<file path="config.mk">
export PLATFORM = sky130hd
export DESIGN_NAME = fg_waveform_analyzer
export DESIGN_NICKNAME = d
export VERILOG_FILES = /design/src/rtl/fg_waveform_analyzer.sv
export SDC_FILE = /design/constraint.sdc
export NUM_CORES = 1
export LEC_CHECK = 0
export CORE_UTILIZATION = 29
export DETAILED_ROUTE_END_ITERATION = 10
export DONT_BUFFER_PORTS = 1
export PLACE_DENSITY = 0.47
export RECOVER_POWER = 50
export SLEW_MARGIN = 0
export SYNTH_ARGS = -nofsm -noshare
export SYNTH_HDL_FRONTEND = slang
export SYNTH_SLANG_ARGS = --single-unit
</file>
<file path="constraint.sdc">
create_clock -name clk_i -period 4.3 [get_ports clk_i]
set_input_delay 0.215 -clock clk_i [delete_from_list [all_inputs] [get_ports clk_i]]
set_output_delay 0.215 -clock clk_i [all_outputs]
set_load 0.02 [all_outputs]
</file>
<file path="src/rtl/fg_waveform_analyzer.sv">
// -----------------------------------------------------------------------------
// fg_waveform_analyzer
//
// Recovers per-period parameters from the signed sample stream produced by the
// function generator's waveform stage (or an ADC loopback of it). One result
// set is reported per complete period, marked by a single-cycle valid strobe.
//
// Ports:
//   clk_i        clock
//   rstn_i       synchronous active-low reset
//   clk_en_i     sample strobe; state and counters advance only when high
//   sample_i     signed input sample (WAVEFORM_BITWIDTH+1 bits)
//   period_o     samples per period
//   rise_len_o   samples classified RISE
//   on_len_o     samples classified ON
//   fall_len_o   samples classified FALL
//   amplitude_o  maximum sample in the period (signed)
//   k_rise_o     first rise delta of the period
//   k_fall_o     magnitude of the first fall delta of the period
//   valid_o      one-cycle pulse: result outputs were updated
//   err_o        one-cycle pulse: protocol violation or counter saturation
// -----------------------------------------------------------------------------
module fg_waveform_analyzer #(
    parameter int COUNTER_BITWIDTH  = 32,
    parameter int WAVEFORM_BITWIDTH = 16
) (
    input  logic                        clk_i,
    input  logic                        rstn_i,
    input  logic                        clk_en_i,
    input  logic [WAVEFORM_BITWIDTH:0]  sample_i,
    output logic [COUNTER_BITWIDTH-1:0] period_o,
    output logic [COUNTER_BITWIDTH-1:0] rise_len_o,
    output logic [COUNTER_BITWIDTH-1:0] on_len_o,
    output logic [COUNTER_BITWIDTH-1:0] fall_len_o,
    output logic [WAVEFORM_BITWIDTH:0]  amplitude_o,
    output logic [WAVEFORM_BITWIDTH:0]  k_rise_o,
    output logic [WAVEFORM_BITWIDTH:0]  k_fall_o,
    output logic                        valid_o,
    output logic                        err_o
);

    localparam int SW = WAVEFORM_BITWIDTH + 1;
    localparam int DW = WAVEFORM_BITWIDTH + 2;
    localparam int CW = COUNTER_BITWIDTH;

    localparam logic [CW-1:0] CNT_ONE = CW'(1);
    localparam logic [CW-1:0] CNT_MAX = {CW{1'b1}};

    typedef enum logic [2:0] {
        S_SYNC = 3'd0,
        S_IDLE = 3'd1,
        S_RISE = 3'd2,
        S_ON   = 3'd3,
        S_FALL = 3'd4
    } state_t;

    // A counter saturates when the increment about to be applied would make
    // it all-ones.
    function automatic logic hits_max(input logic [CW-1:0] cnt, input logic inc);
        return inc && ((cnt + CNT_ONE) == CNT_MAX);
    endfunction

    function automatic logic signed [SW-1:0] smax(input logic signed [SW-1:0] a,
                                                  input logic signed [SW-1:0] b);
        return (a > b) ? a : b;
    endfunction

    state_t state_q, state_d;

    logic signed [SW-1:0] sample_s;
    logic signed [SW-1:0] prev_q;
    logic signed [DW-1:0] sample_ext, prev_ext, delta;
    logic signed [SW-1:0] k_rise_new, k_fall_new;
    logic                 low, d_pos, d_neg, d_zero;

    logic [CW-1:0]        period_cnt_q, rise_cnt_q, on_cnt_q, fall_cnt_q;
    logic signed [SW-1:0] amp_q, k_rise_q, k_fall_q;
    logic                 kf_cap_q, armed_q;

    logic [CW-1:0]        period_out_q, rise_out_q, on_out_q, fall_out_q;
    logic signed [SW-1:0] amp_out_q, k_rise_out_q, k_fall_out_q;

    logic start, viol, sat, inc_rise, inc_on, inc_fall;
    logic err_evt, load_evt, valid_evt, count_evt;

    assign sample_s   = sample_i;
    assign sample_ext = {sample_s[SW-1], sample_s};
    assign prev_ext   = {prev_q[SW-1], prev_q};
    assign delta      = sample_ext - prev_ext;
    assign k_rise_new = SW'(delta);
    assign k_fall_new = SW'(-delta);

    assign low    = (sample_s <= 0);
    assign d_neg  = delta[DW-1];
    assign d_zero = (delta == '0);
    assign d_pos  = !d_neg && !d_zero;

    // State register
    always_ff @(posedge clk_i) begin
        if (!rstn_i) begin
            state_q <= S_SYNC;
        end else if (clk_en_i) begin
            state_q <= state_d;
        end
    end

    // Next-state logic and per-sample classification
    always_comb begin : next_state
        state_d  = state_q;
        start    = 1'b0;
        viol     = 1'b0;
        inc_rise = 1'b0;
        inc_on   = 1'b0;
        inc_fall = 1'b0;
        case (state_q)
            S_SYNC: begin
                if (low) state_d = S_IDLE;
            end
            S_IDLE: begin
                if (!low) begin
                    start   = 1'b1;
                    state_d = S_RISE;
                end
            end
            S_RISE: begin
                if (d_pos) begin
                    inc_rise = 1'b1;
                end else if (d_zero) begin
                    inc_on  = 1'b1;
                    state_d = S_ON;
                end else begin
                    inc_fall = 1'b1;
                    state_d  = S_FALL;
                end
            end
            S_ON: begin
                if (d_zero) begin
                    inc_on = 1'b1;
                end else if (d_neg) begin
                    inc_fall = 1'b1;
                    state_d  = S_FALL;
                end else begin
                    viol = 1'b1;
                end
            end
            S_FALL: begin
                if (d_pos) begin
                    // Generator re-triggered before the ramp reached zero.
                    start   = 1'b1;
                    state_d = S_RISE;
                end else if (d_neg) begin
                    inc_fall = 1'b1;
                    if (low) state_d = S_IDLE;
                end else if (low) begin
                    state_d = S_IDLE;
                end else begin
                    viol = 1'b1;
                end
            end
            default: state_d = S_SYNC;
        endcase

        // Counting only happens once armed, so SYNC never saturates.
        sat = armed_q && (hits_max(period_cnt_q, 1'b1) ||
                          hits_max(rise_cnt_q, inc_rise) ||
                          hits_max(on_cnt_q, inc_on)     ||
                          hits_max(fall_cnt_q, inc_fall));

        if (viol || sat) state_d = S_SYNC;
    end

    // FSM output decode; an error overrides a coincident start.
    always_comb begin : fsm_outputs
        err_evt   = viol || sat;
        load_evt  = start && !err_evt;
        valid_evt = load_evt && armed_q;
        count_evt = armed_q && !start && !err_evt;
    end

    // Counters, measurement registers and result outputs
    always_ff @(posedge clk_i) begin
        if (!rstn_i) begin
            prev_q       <= '0;
            period_cnt_q <= '0;
            rise_cnt_q   <= '0;
            on_cnt_q     <= '0;
            fall_cnt_q   <= '0;
            amp_q        <= '0;
            k_rise_q     <= '0;
            k_fall_q     <= '0;
            kf_cap_q     <= 1'b0;
            armed_q      <= 1'b0;
            period_out_q <= '0;
            rise_out_q   <= '0;
            on_out_q     <= '0;
            fall_out_q   <= '0;
            amp_out_q    <= '0;
            k_rise_out_q <= '0;
            k_fall_out_q <= '0;
            valid_o      <= 1'b0;
            err_o        <= 1'b0;
        end else begin
            valid_o <= 1'b0;
            err_o   <= 1'b0;
            if (clk_en_i) begin
                prev_q <= sample_s;
                if (err_evt) begin
                    // Results keep their last valid values; two starts are
                    // needed before the next report.
                    err_o   <= 1'b1;
                    armed_q <= 1'b0;
                end else if (load_evt) begin
                    if (valid_evt) begin
                        period_out_q <= period_cnt_q;
                        rise_out_q   <= rise_cnt_q;
                        on_out_q     <= on_cnt_q;
                        fall_out_q   <= fall_cnt_q;
                        amp_out_q    <= amp_q;
                        k_rise_out_q <= k_rise_q;
                        k_fall_out_q <= k_fall_q;
                        valid_o      <= 1'b1;
                    end
                    period_cnt_q <= CNT_ONE;
                    rise_cnt_q   <= CNT_ONE;
                    on_cnt_q     <= '0;
                    fall_cnt_q   <= '0;
                    amp_q        <= sample_s;
                    k_rise_q     <= k_rise_new;
                    kf_cap_q     <= 1'b0;
                    armed_q      <= 1'b1;
                end else if (count_evt) begin
                    period_cnt_q <= period_cnt_q + CNT_ONE;
                    if (inc_rise) rise_cnt_q <= rise_cnt_q + CNT_ONE;
                    if (inc_on)   on_cnt_q   <= on_cnt_q + CNT_ONE;
                    if (inc_fall) fall_cnt_q <= fall_cnt_q + CNT_ONE;
                    amp_q <= smax(amp_q, sample_s);
                    if (inc_fall && !kf_cap_q) begin
                        k_fall_q <= k_fall_new;
                        kf_cap_q <= 1'b1;
                    end
                end
            end
        end
    end

    assign period_o    = period_out_q;
    assign rise_len_o  = rise_out_q;
    assign on_len_o    = on_out_q;
    assign fall_len_o  = fall_out_q;
    assign amplitude_o = amp_out_q;
    assign k_rise_o    = k_rise_out_q;
    assign k_fall_o    = k_fall_out_q;

endmodule

</file>
==> flow_summary_export.csv <==
group,metric,value,unit
grt,grt_max_degree,246,
final_layout,diodes,0,
logic_synthesis,synth-main-ff-cell,"dfxtp_1",
logic_synthesis,ys_async_sr_fraction,0,
worst_setup_path,reg2reg_depth,16,
clocking,htreeDepth,2,
sta,max_freq,233,MHz
power_and_ir_drop,leakagePower,9.40,nW
clocking,cts_tree,"done",
drt,first_pass_iters,5,
worst_setup_path,endpoint,"rise_cnt_q[14]",
hold_path,hp-class,"primary input to flop",
logic_synthesis,synthesis.area,0.0204,mm²
worst_setup_path,start_kind,"flop",
worst_setup_path,crit_start,"prev_q[0]",
power_and_ir_drop,power.density,316,mW/mm²
clocking,numCtsBuffers,47,
grt,grt_util_all_layers,0.190,
status,status,"complete, no violations",
floorplanning,rows,96,
sta,setup_viol,0,
worst_setup_path,worstSetupPathType,"flop to flop",
grt,grt_pass1_vias,19217,
place,place_inst,3503,
place,place_area,0.0225,mm²
logic_synthesis,synth_edf_count,0,
final_layout,mostFrequentLayoutCell,"nand2_1",
logic_synthesis,synth_cells,2546,
drt,ant_nets,0,
worst_setup_path,critical_path_depth,16,
sta,period_needed,4.29,ns
floorplanning,coreArea,0.0692,mm²
drt,first_iter_violations,1299,
grt,grt_pass1_wl,108,mm
place,gp_congestion,0.907,
place,post-place-ws,-0.204,ns
drt,viasPerCell,5.25,
final_layout,post-route-cell-area,0.0274,mm²
final_layout,mostFrequentLayoutCells,"nand2_1, dfxtp_1, mux2i_1",
drt,drt-wirelength-per-cell,19.4,µm
final_layout,drive_gt1_frac,0.158,
sta,fin_crit_sh,0.998,
logic_synthesis,syn_area_per_cell,8.02,µm²
logic_synthesis,synth-seq-area-share,0.374,
floorplanning,start_util,0.295,
worst_setup_path,cpMaxStageDelayCell,"or4_4",
grt,antenna_found_initial,2,
place,portBuffers,0,
power_and_ir_drop,max-vdd-ir-drop,0.274,mV
worst_setup_path,worst_path_most_repeated_cell,"or4_4",
sta,max_slew.worst_pin.slew,1.21,ns
worst_setup_path,crit_path_max_fanout,13,
place,dp_hpwl,46.7,mm
floorplanning,dieArea,0.0715,mm²
worst_setup_path,critPathCaptureType,"flop",
floorplanning,die_x,267,µm
clocking,path_clk_slew,0.06,ns
hold_path,holdCritStartpoint,"clk_en_i",
worst_setup_path,critical_path.max_stage_delay,0.58,ns
worst_setup_path,r2r_slack,0.007,ns
drt,finalWirelength,74.3,mm
final_layout,areaGrowthSynthToFinish,34.1,%
worst_setup_path,cpLargestDelayFamily,"simple AND/OR/NAND/NOR gates",
worst_setup_path,path_cells,"ha_4, fa_2, nand2b_4, a21oi_2, xor2_1, or4_4, nor4_4, nand4_1, buf_4, o311ai_4, a31oi_4, buf_6, or4_4, buf_12, nor3_2, a211o_1",
worst_setup_path,r2r-start,"prev_q[0]",
worst_setup_path,worstPathArrival,4.82,ns
worst_setup_path,cp.required,4.83,ns
sta,rsz0062_at_grt,"true",
clocking,cts-root-buf,"clkbuf_16",
floorplanning,die_h,267,µm
worst_setup_path,crit_buf_inv,3,
final_layout,final_nets,2920,
clocking,clock_latency,0.60,ns
sta,timing.final.ws_setup,0.00705,ns
sta,finalClockSkew,0.0266,ns
sta,final-hold-violation-count,0,
logic_synthesis,synth_fp_nets,2611,
run,max_cap_viol_count,0,
drt,drc,0,
logic_synthesis,yosysUniqueCellTypes,94,
clocking,clock_path_buffers,3,
final_layout,utilization,0.396,
clocking,cts_sinks,382,
sta,final_max_slew_viol_count,0,
final_layout,final_cells,3822,
grt,gr-total-overflow,0,
logic_synthesis,ys_ff_latch,382,
sta,relSlewSlack,0.193,
drt,vias,20059,
worst_setup_path,r2r_end,"rise_cnt_q[14]",
logic_synthesis,yosys_warnings,0,
floorplanning,io_pins,201,
-- Yosys cell counts (all sizes together) (26+ instances only) --
master	count	area [µm²]
nand2	542	2030
dfxtp	382	7650
mux2i	232	2320
o21ai	165	830
nor2	160	608
clkbuf	131	494
nand3	96	480
nor3	89	450
inv	64	240
a21oi	58	305
nand4	50	313
buf	49	333
ha	44	551
nor4	42	305
xnor2	32	280
xor2	26	228
-- per-layer routing --
metal  vias to the layer above  wire (µm)  part of all wire  global-route usage
met5                         -          0                 0                   0
li1                       9636          -                 -                   -
met4                         0       1470             0.020              0.0491
met1                      9814      33800              0.45               0.246
met2                       514      34700              0.47               0.318
met3                        95       4340             0.058              0.0394
-- timing repair --
action	in CTS	in global routing
hold buffers	179	0
pin swaps	5	55
endpoints found under the setup margin	276	332
hold endpoints to repair	289	0
gates resized for setup	11	139
buffers inserted	7	19
gates cloned	2	27
-- layout make-up --
class | instances | area [µm²]
Fill cell | 7047 | 41800
Sequential cell | 382 | 7650
Tap cell | 931 | 1160
Clock buffer | 66 | 1350
Multi-Input combinational cell | 1920 | 12300
Inverter | 65 | 244
Clock inverter | 19 | 181
Timing Repair Buffer | 439 | 4530
-- cell families (layout without fill, tap and decap cells) --
kind of cell,count (synthesis),in the layout,synth area share
simple gates,1159,1160,0.268
fa+ha+maj,45,45,0.0279
buf+inv,245,589,0.0524
xor+xnor,58,58,0.0249
mux,233,233,0.114
compound gates,424,424,0.138
flops,382,382,0.374
-- registers in the layout, indices dropped and copies added, names as in the netlist, 17 cells and up --
name          count
amplitude_o      17
k_rise_q         17
fall_cnt_q       32
period_cnt_q     32
on_cnt_q         32
k_fall_q         17
rise_len_o       32
k_rise_o         17
prev_q           17
rise_cnt_q       32
fall_len_o       32
amp_q            17
k_fall_o         17
period_o         32
on_len_o         32
-- power by group --
group | leakage, nW | total (mW) | switching, mW | internal, mW
logic | 5.57 | 0.974 | 0.551 | 0.423
registers | 3.08 | 3.70 | 0.0926 | 3.61
clock network | 0.745 | 3.98 | 1.66 | 2.31
-- stage by stage --
stage	hold slack, ns	total power, mW	TNS, ns
floorplan	0.357	4.29	0
global placement	0.319	4.56	-21.95
detailed placement	0.321	4.57	-22.99
CTS	0.0312	8.70	0
global route	0.107	9.01	-27.22
finish	0.126	8.65	0
-- worst min path at each step --
stage	endpoint	cells after the start
after detailed placement	armed_q	1
after global routing	rise_cnt_q[1]	4
after floorplan	amp_q[0]	2
final	state_q[2]	2
after CTS	fall_cnt_q[27]	2
after global placement	armed_q	1
Power figures use the tool's default switching activity.
